--- config.mk ---
export PLATFORM = sky130hd
export DESIGN_NAME = fsqrt_pipe
export DESIGN_NICKNAME = d
export VERILOG_FILES = /design/src/rtl/fsqrt_pkg.sv /design/src/rtl/fsqrt_lzc.sv /design/src/rtl/fsqrt_pipe.sv
export SDC_FILE = /design/constraint.sdc
export NUM_CORES = 1
export LEC_CHECK = 0
export BUFFER_PORTS_ARGS = -buffer_cell sky130_fd_sc_hd__buf_2
export CORE_ASPECT_RATIO = 1.25
export CORE_MARGIN = 4
export CORE_UTILIZATION = 50
export CTS_BUF_LIST = sky130_fd_sc_hd__clkbuf_16
export DETAILED_ROUTE_END_ITERATION = 8
export PLACE_DENSITY = 0.68
export SKIP_LAST_GASP = 1
export SLEW_MARGIN = 10
export SYNTH_ARGS = -nofsm -noshare
export SYNTH_HDL_FRONTEND = slang
export SYNTH_SLANG_ARGS = --single-unit
--- constraint.sdc ---
create_clock -name clk -period 6.38 [get_ports clk]
set_input_delay 0.319 -clock clk [delete_from_list [all_inputs] [get_ports clk]]
set_output_delay 0.319 -clock clk [all_outputs]
set_load 0.03 [all_outputs]
--- src/rtl/fsqrt_pkg.sv ---
// Shared types and constants for the iterative floating-point square root.
// FSQRT_EXC_EN selects IEEE special-value handling (signed zero, inf, NaN, invalid flag).
package fsqrt_pkg;

    typedef enum logic [2:0] {
        StIdle,
        StNorm,
        StIter,
        StRound,
        StDone
    } state_e;

`ifdef FSQRT_EXC_EN
    localparam bit EXC_EN = 1'b1;
`else
    localparam bit EXC_EN = 1'b0;
`endif

    // Exponent bias for an EW-bit exponent field.
    function automatic int unsigned fsqrt_bias(input int unsigned ew);
        return (32'd1 << (ew - 1)) - 32'd1;
    endfunction

    // Canonical quiet NaN {0, all-ones exponent, 1, zeros}, right-aligned in 64 bits.
    function automatic logic [63:0] fsqrt_qnan(input int unsigned ew, input int unsigned mw);
        return (((64'd1 << ew) - 64'd1) << mw) | (64'd1 << (mw - 1));
    endfunction

endpackage

--- src/rtl/fsqrt_lzc.sv ---
// Combinational leading-zero counter for the stored mantissa field.
// count is MW when the input is all zero.
module fsqrt_lzc
    import fsqrt_pkg::*;
#(
    parameter int unsigned MW = 23
) (
    input  logic [MW-1:0]             data,
    output logic [$clog2(MW+1)-1:0]   count,
    output logic                      all_zero
);

    localparam int unsigned CW = $clog2(MW + 1);

    // Scan from LSB upward so the highest set bit wins.
    always_comb begin
        count    = CW'(MW);
        all_zero = 1'b1;
        for (int i = 0; i < MW; i++) begin
            if (data[i]) begin
                count    = CW'(MW - 1 - i);
                all_zero = 1'b0;
            end
        end
    end

endmodule

--- src/rtl/fsqrt_pipe.sv ---
// Single-operand iterative square root for IEEE-style {sign, exp, mant} operands.
// One root bit per cycle by restoring digit recurrence, round-to-nearest on a guard bit.
// Optional feature: define FSQRT_EXC_EN for signed zero / inf / NaN / invalid handling.
module fsqrt_pipe
    import fsqrt_pkg::*;
#(
    parameter int unsigned EW = 8,
    parameter int unsigned MW = 23
) (
    input  logic             clk,
    input  logic             rst,
    input  logic             in_valid,
    output logic             in_ready,
    input  logic [EW+MW:0]   in_data,
    output logic             out_valid,
    input  logic             out_ready,
    output logic [EW+MW:0]   out_data,
    output logic             out_invalid
);

    localparam int unsigned DW   = EW + MW + 1;
    localparam int unsigned XW   = EW + 8;          // signed unbiased exponent workspace
    localparam int unsigned RW   = MW + 5;          // shifted partial remainder
    localparam int unsigned AW   = 2 * MW + 4;      // radicand, consumed two bits per step
    localparam int unsigned CW   = $clog2(MW + 1);
    localparam int unsigned NW   = $clog2(MW + 2) + 1;
    localparam int unsigned BIAS = fsqrt_bias(EW);
    localparam logic [DW-1:0] QNAN = DW'(fsqrt_qnan(EW, MW));

    state_e state_q, state_d;

    logic [DW-2:0] op_q;            // {exp, frac}; sign kept separately when used
    logic [AW-1:0] rad_q, rad_d;
    logic [MW+2:0] rem_q, rem_d;
    logic [MW+1:0] root_q, root_d;
    logic [EW-1:0] exp_q;
    logic [NW-1:0] cnt_q;
    logic          special_q;
    logic          invalid_q;
    logic [DW-1:0] spec_data_q;
    logic [DW-1:0] out_data_q;
    logic          out_invalid_q;

    logic [EW-1:0] op_exp;
    logic [MW-1:0] op_frac;
    logic [CW-1:0] lz;
    logic          frac_zero;

    logic [MW:0]          norm_mant;
    logic [MW+1:0]        mant_adj;
    logic signed [XW-1:0] e_unb;
    logic signed [XW-1:0] e_even;
    logic signed [XW-1:0] e_half;
    logic [EW-1:0]        norm_exp;
    logic [AW-1:0]        norm_rad;
    logic                 norm_special;
    logic                 norm_invalid;
    logic [DW-1:0]        norm_spec_data;

    logic [RW-1:0] rem_sh;
    logic [RW-1:0] trial;

    logic [MW+1:0] rnd_sum;
    logic [MW-1:0] rnd_frac;
    logic [EW-1:0] rnd_exp;

`ifdef FSQRT_EXC_EN
    logic sign_q;
`else
    logic unused_sign;
    assign unused_sign = in_data[DW-1];
`endif

    assign op_exp  = op_q[DW-2:MW];
    assign op_frac = op_q[MW-1:0];

    fsqrt_lzc #(
        .MW(MW)
    ) u_lzc (
        .data     (op_frac),
        .count    (lz),
        .all_zero (frac_zero)
    );

    // FSM next state and handshake outputs.
    always_comb begin
        state_d   = state_q;
        in_ready  = 1'b0;
        out_valid = 1'b0;
        unique case (state_q)
            StIdle: begin
                in_ready = 1'b1;
                if (in_valid) state_d = StNorm;
            end
            StNorm:  state_d = StIter;
            StIter: begin
                if (cnt_q == NW'(MW + 1)) state_d = StRound;
            end
            StRound: state_d = StDone;
            StDone: begin
                out_valid = 1'b1;
                if (out_ready) state_d = StIdle;
            end
            default: state_d = StIdle;
        endcase
    end

    // Normalise the captured operand and classify special values.
    always_comb begin
        norm_mant      = '0;
        e_unb          = '0;
        norm_special   = 1'b0;
        norm_invalid   = 1'b0;
        norm_spec_data = '0;
        if (op_exp == '0) begin
            // Subnormal: bring the leading one up to the hidden-bit position.
            norm_mant = ({1'b0, op_frac} << lz) << 1;
            e_unb     = XW'(0) - XW'(BIAS) - XW'(lz);
        end else begin
            norm_mant = {1'b1, op_frac};
            e_unb     = XW'(op_exp) - XW'(BIAS);
        end
        // Odd exponent: fold one factor of two into the radicand.
        mant_adj = e_unb[0] ? {norm_mant, 1'b0} : {1'b0, norm_mant};
        e_even   = e_unb - XW'(e_unb[0]);
        e_half   = e_even >>> 1;
        norm_exp = EW'(e_half + XW'(BIAS));
        norm_rad = {mant_adj, {(MW + 2){1'b0}}};
`ifdef FSQRT_EXC_EN
        if ((&op_exp) && !frac_zero) begin
            norm_special   = 1'b1;
            norm_spec_data = QNAN;
        end else if ((op_exp == '0) && frac_zero) begin
            norm_special   = 1'b1;
            norm_spec_data = {sign_q, {(DW - 1){1'b0}}};
        end else if (sign_q) begin
            norm_special   = 1'b1;
            norm_invalid   = 1'b1;
            norm_spec_data = QNAN;
        end else if (&op_exp) begin
            norm_special   = 1'b1;
            norm_spec_data = {1'b0, op_q};
        end
`else
        if ((op_exp == '0) && frac_zero) begin
            norm_special   = 1'b1;
            norm_spec_data = '0;
        end
`endif
    end

    // One restoring recurrence step: try 4q+1 against the shifted remainder.
    always_comb begin
        rem_sh = {rem_q, rad_q[AW-1 -: 2]};
        trial  = {1'b0, root_q, 2'b01};
        rad_d  = {rad_q[AW-3:0], 2'b00};
        if (rem_sh >= trial) begin
            rem_d  = (MW + 3)'(rem_sh - trial);
            root_d = {root_q[MW:0], 1'b1};
        end else begin
            rem_d  = rem_sh[RW-3:0];
            root_d = {root_q[MW:0], 1'b0};
        end
    end

    // Round to nearest by adding the guard bit, renormalising on carry-out.
    always_comb begin
        rnd_sum = {1'b0, root_q[MW+1:1]} + (MW + 2)'(root_q[0]);
        if (rnd_sum[MW+1]) begin
            rnd_frac = rnd_sum[MW:1];
            rnd_exp  = exp_q + 1'b1;
        end else begin
            rnd_frac = rnd_sum[MW-1:0];
            rnd_exp  = exp_q;
        end
    end

    // FSM state register.
    always_ff @(posedge clk) begin
        if (rst) begin
            state_q <= StIdle;
        end else begin
            state_q <= state_d;
        end
    end

    // Datapath registers, advanced according to the current state.
    always_ff @(posedge clk) begin
        if (rst) begin
            op_q          <= '0;
            rad_q         <= '0;
            rem_q         <= '0;
            root_q        <= '0;
            exp_q         <= '0;
            cnt_q         <= '0;
            special_q     <= 1'b0;
            invalid_q     <= 1'b0;
            spec_data_q   <= '0;
            out_data_q    <= '0;
            out_invalid_q <= 1'b0;
`ifdef FSQRT_EXC_EN
            sign_q        <= 1'b0;
`endif
        end else begin
            unique case (state_q)
                StIdle: begin
                    if (in_valid) begin
                        op_q   <= in_data[DW-2:0];
`ifdef FSQRT_EXC_EN
                        sign_q <= in_data[DW-1];
`endif
                    end
                end
                StNorm: begin
                    rad_q       <= norm_rad;
                    rem_q       <= '0;
                    root_q      <= '0;
                    cnt_q       <= '0;
                    exp_q       <= norm_exp;
                    special_q   <= norm_special;
                    invalid_q   <= norm_invalid;
                    spec_data_q <= norm_spec_data;
                end
                StIter: begin
                    rad_q  <= rad_d;
                    rem_q  <= rem_d;
                    root_q <= root_d;
                    cnt_q  <= cnt_q + 1'b1;
                end
                StRound: begin
                    out_data_q    <= special_q ? spec_data_q : {1'b0, rnd_exp, rnd_frac};
                    out_invalid_q <= special_q & invalid_q;
                end
                default: ;
            endcase
        end
    end

    assign out_data    = out_data_q;
    assign out_invalid = out_invalid_q;

endmodule

== Yosys cells after proc, flatten, opt, wreduce, memory -nomap -nowiden ==
Cells that the tools add are included.
Word-level totals
  register bits: 182
  bits of input ports: 36
  output and inout bits: 35
  word-level logic and storage cells: 98
Operators by class
  add/sub/neg operators: 8
  $lt $le $gt $ge: 1
  equal/unequal tests: 8
  shift operators: 1
  muxes and demuxes: 65
  reduce and logical (&&, ||, !) cells: 6
Operator list (count)
  $pmux W50 S2: 1
  $mux W5: 16
  $pmux W26 S2: 1
  $pmux W25 S2: 1
  $mux W31: 1
  $ge A28 B27 Y1: 1
  $mux W1: 28
  $mux W26: 1
  $sub A26 B26 Y26: 1
  $add A24 B1 Y25: 1
  $mux W25: 1
  $mux W24: 1
  $mux W23: 1
  $shl A23 B5 Y23: 1
  $mux W3: 7
  $pmux W3 S5: 1
  $pmux W6 S2: 1
  $mux W9: 1
  $sub A8 B6 Y9 const A: 1
  $sub A8 B7 Y9 const B: 1
  $sub A9 B1 Y9: 1
  $add A8 B1 Y8 const B: 1
  $add A8 B8 Y8 const B: 1
  $logic_not A8 Y1: 1
  other kinds (13): 17

== Longest topological paths before layout ==
  depth in word-level cells: 27
  mapped depth: 19

== Hierarchy ==
From an unflattened synthesis, not the netlist that was laid out.
Second synthesis, totals
  cell total of the unflattened synthesis: 1250
  area total of the unflattened synthesis: 9974.6 um2
By module, submodules not included
  fsqrt_pipe: instances 1, cells each 1206, area each 9681.8 um2
  fsqrt_lzc: instances 1, cells each 44, area each 292.8 um2

== Least setup slack after synthesis ==
OpenSTA, ideal clock, no wires.
  kind: register to register
  from: register op_q[18]
  to: register exp_q[6]
  arrival: 3.816 ns
  data required time: 6.310 ns
  path slack: 2.494 ns
  cell stages (with the launch flop): 20
  buffers on the path: 3
  path through: dfxtp_1 buf_2 or4_1 nor3_1 o21ai_1 nand2_1 inv_1 buf_2 buf_2 ha_1 a21oi_1 ha_1 nor2b_1 o211ai_1 xnor2_1 nand2_1 nor4b_2 xnor2_1 nand2_1 a21oi_1
On the way
  longest elaborated chain between the ends: 9
Ends and longest elaborated chain
  start, declared: line fsqrt_pipe.sv:32  | logic [DW-2:0] op_q;
  start signal, assigned: line fsqrt_pipe.sv:208  | op_q <= in_data[DW-2:0];
  $mux W5 (5 in a row): line fsqrt_lzc.sv:20  | if (data[i]) begin
  $sub A8 B6 Y9: line fsqrt_pipe.sv:118  | e_unb = XW'(0) - XW'(BIAS) - XW'(lz);
  $mux W9: line fsqrt_pipe.sv:115  | if (op_exp == '0) begin
  $sub A9 B1 Y9: line fsqrt_pipe.sv:125  | e_even = e_unb - XW'(e_unb[0]);
  $add A8 B8 Y8: line fsqrt_pipe.sv:127  | norm_exp = EW'(e_half + XW'(BIAS));
  end signal, assigned: line fsqrt_pipe.sv:219  | exp_q <= norm_exp;
  end, declared: line fsqrt_pipe.sv:36  | logic [EW-1:0] exp_q;
No other way between the ends.
A chain may end at the register's enable or synchronous reset.

== Final worst setup path ==
  from: register op_q[22]
  to: register exp_q[6]
On the way
  longest elaborated chain between the ends: 5
Ends and longest elaborated chain (line)
  $mux W5: fsqrt_lzc.sv:20
  $sub A8 B6 Y9: fsqrt_pipe.sv:118
  $mux W9: fsqrt_pipe.sv:115
  $sub A9 B1 Y9: fsqrt_pipe.sv:125
  $add A8 B8 Y8: fsqrt_pipe.sv:127
No other way between the ends.

==> flow_summary.yaml <==
power_and_ir_drop:
  clkPwrFrac_pct: 17.1
  p_sw_mw: 2.77
  p_per_area_nw_per_um2: 568
  swShare_pct: 44.2
  p_int_mw: 3.49
  ir_worst_vdd_mv: 0.682
  combPwrFrac_pct: 63.4
  total_leakage_power_nw: 4.14
  p_seq_share_pct: 19.5
status:
  outcome: "finished, final reports clean"
global_routing:
  antenna_found_initial: 0
  gr-usage-all-layers_pct: 26.8
  grt_pass1_vias: 9451
  grt_max_degree: 81
  grt_pass1_wl_mm: 49.1
  grt.overflow.total: 0
sta:
  finalClockSkew_ns: 0.0114
  setup_tns_ns: 0
  worst_slew_pin_slew_ns: 1.18
  relSlewSlack_pct: 21.1
  final-setup-viol-count: 0
  drv_slew: 0
  period_share_pct: 66.3
  rsz0062_at_grt: "false"
  hold_viol: 0
  max_freq_mhz: 236
  period_needed_ns: 4.23
yosys:
  syn-instance-count: 1316
  yosys_warnings: 0
  async_flop_share_pct: 0
  synth_edf_count: 0
  ys_top_cells_by_area: "dfxtp_1, a21oi_1, a22oi_1"
  synth.largest_area_cell: "dfxtp_1"
  ys_seq_area_share_pct: 31.3
  synth_top_area_share_pct: 31.3
  ys_dominant_reg_cell: "dfxtp_1"
  synth_seq_cells: 156
  syn_avg_cell_area_sq_um: 7.59
  syn-cell-area_sq_um: 9990
  ys_types: 74
critical_path:
  slowest_stage: "dfxtp_1"
  cp-start-kind: "flop"
  end_kind: "flop"
  worstPathCellList: "or4_1 -> nor3_1 -> o21ai_1 -> nand2_1 -> buf_4 -> inv_1 -> buf_4 -> ha_1 -> a21oi_1 -> ha_1 -> nor2b_1 -> o211ai_1 -> xnor2_1 -> nand2_1 -> nor4b_2 -> xnor2_1 -> nand2_1 -> a21oi_1"
  cp_max_fo: 22
  cpMostUsedCell: "nand2_1"
  critPathMaxStageDelay_ns: 0.52
  crit_type: "flop to flop"
  cp.arrival_ns: 4.59
  r2r_setup_slack_ns: 2.15
  worstPathRequired_ns: 6.74
placed_design:
  hpwlAfterDp_mm: 21.5
  routabilityCongestion: 1.04
  placed_cells: 1566
  numPortBuffers: 67
die:
  core_region_area_sq_um: 19500
  rows: 57
  initial_utilization_pct: 51.1
  die_height_um: 166
  dieArea_sq_um: 22300
  io_pins: 71
  fp.dieW_um: 134
layout:
  final_common_cell: "dfxtp_1"
  drive_gt1_share_pct: 11.6
  nets: 1393
  syn2layout_area_growth_pct: 10.4
  area.sequential_sq_um: 3120
  fill_cells: 1876
  multi_input_area_sq_um: 6300
  layout_common_cells: "dfxtp_1, nand2_1, nor2_1, a21oi_1, a22oi_1"
  insertedDiodeCount: 0
  final_cells: 1598
routing:
  wl_per_cell_um: 18.6
  drt_iter0_drc: 595
  drt_wl_total_mm: 29.7
  dr.pass1.iters: 5
  via_count: 9756
  viasPerCell: 6.11
  drc_errors: 0
  ant_nets: 0
flow_run:
  drv_cap: 0
min_path:
  hp-class: "primary input to flop"
clock_tree:
  clk_pin_slew_ns: 0.07
  cts_tree: "built"
  cts_sinks: 156
  ctsResizeCount: 0
  htree_levels: 4
  cts_buffer_depth: 2
  clkLatencyLatePin_ns: 0.43
  cts_root_buffer: "clkbuf_16"
  cts_made_buffers: 17
  holdBufCountCts: 0
  post_cts_buffers: 0
[metrics by stage]
stage	util, %	area [sq um]	hold WS (ns)	total power [mW]	worst slack [ns]
finish	56.5	11000	0.111	6.27	2.15
global route	56.5	11000	0.117	6.79	1.76
CTS	56.5	11000	0.0983	6.27	2.15
detailed placement	53.3	10400	0.441	5.16	2.19
global placement	53.3	10400	0.439	5.17	2.19
floorplan	-	10000	0.429	4.40	2.49
[power groups by stage]
stage | registers, mW | logic [mW] | clock network [mW]
2_1_floorplan | 1.18 | 3.22 | 0
3_3_place_gp | 1.24 | 3.93 | 0
3_5_place_dp | 1.24 | 3.92 | 0
4_1_cts | 1.22 | 3.97 | 1.09
5_1_grt | 1.24 | 4.43 | 1.13
6_report | 1.22 | 3.97 | 1.07
[cell families (layout without fill, tap and decap cells)]
logic type	count (synthesis)	count (layout)	share of synthesized area [%]
flip-flops	156	156	31.3
AO/OA/AOI/OAI	425	425	28.0
multiplexers	41	41	4.39
AND/OR/NAND/NOR	440	440	20.1
adder cells (fa/ha/maj)	37	37	4.63
buffers and inverters	152	168	5.98
XOR/XNOR	64	64	5.61
other	1	2	0.0375
[sequential cells by signal, indices dropped and copies added, names as in the netlist]
name	count
special_q	1
state_q	3
rad_q	25
exp_q	8
out_data	31
cnt_q	6
op_q	31
root_q	25
rem_q	26
[per-layer routing]
metal	vias to the layer above	global-route usage [%]	wire length, um
met5	-	0	0
met4	0	12.8	1380
met3	81	3.48	1120
met2	272	47.5	15000
met1	4614	31.7	12200
li1	4789	-	-
[critical path: cells and delay by family, from the launching register on]
| kind | cells | cell delay (ns) |
|---|---|---|
| fa+ha+maj | 2 | 0.58 |
| flops | 1 | 0.52 |
| simple gates | 7 | 1.48 |
| xor+xnor | 2 | 0.32 |
| compound gates | 4 | 0.64 |
| buf+inv | 3 | 0.60 |
[final cells by class]
cell class / instances / share of cell area [%]
multi-input combinational: 1009 / 57.1
tap: 265 / 3.01
inverter: 53 / 1.80
sequential: 156 / 28.3
clock buffer: 17 / 3.86
clock inverter: 15 / 1.79
timing repair buffer: 83 / 4.15
[worst paths after layout]
| check | startpoint | depth (start not counted) | to |
|---|---|---|---|
| worst max-delay path | op_q[22]$_SDFFE_PP0P_ | 18 | exp_q[6]$_SDFFE_PP0P_ |
| worst min-delay path | in_data[4] | 3 | op_q[4]$_SDFFE_PP0P_ |
| worst max register to register | op_q[22]$_SDFFE_PP0P_ | 18 | exp_q[6]$_SDFFE_PP0P_ |
| worst min register to register | rad_q[25]$_SDFFE_PP0N_ | 2 | rad_q[25]$_SDFFE_PP0N_ |
[synth_stat cells (13+ instances only)]
cell type,instances
nand4_1,14
a211oi_1,18
a21oi_1,128
mux2_2,20
o21ai_0,63
and3_1,13
a31oi_1,13
inv_1,52
xnor2_1,47
nand3_1,29
nor3_1,31
nand2_1,151
dfxtp_1,156
a22oi_1,79
nor2_1,139
xor2_1,17
clkbuf_1,80
ha_1,37
mux2i_1,20
(Power assumes the default switching activity.)
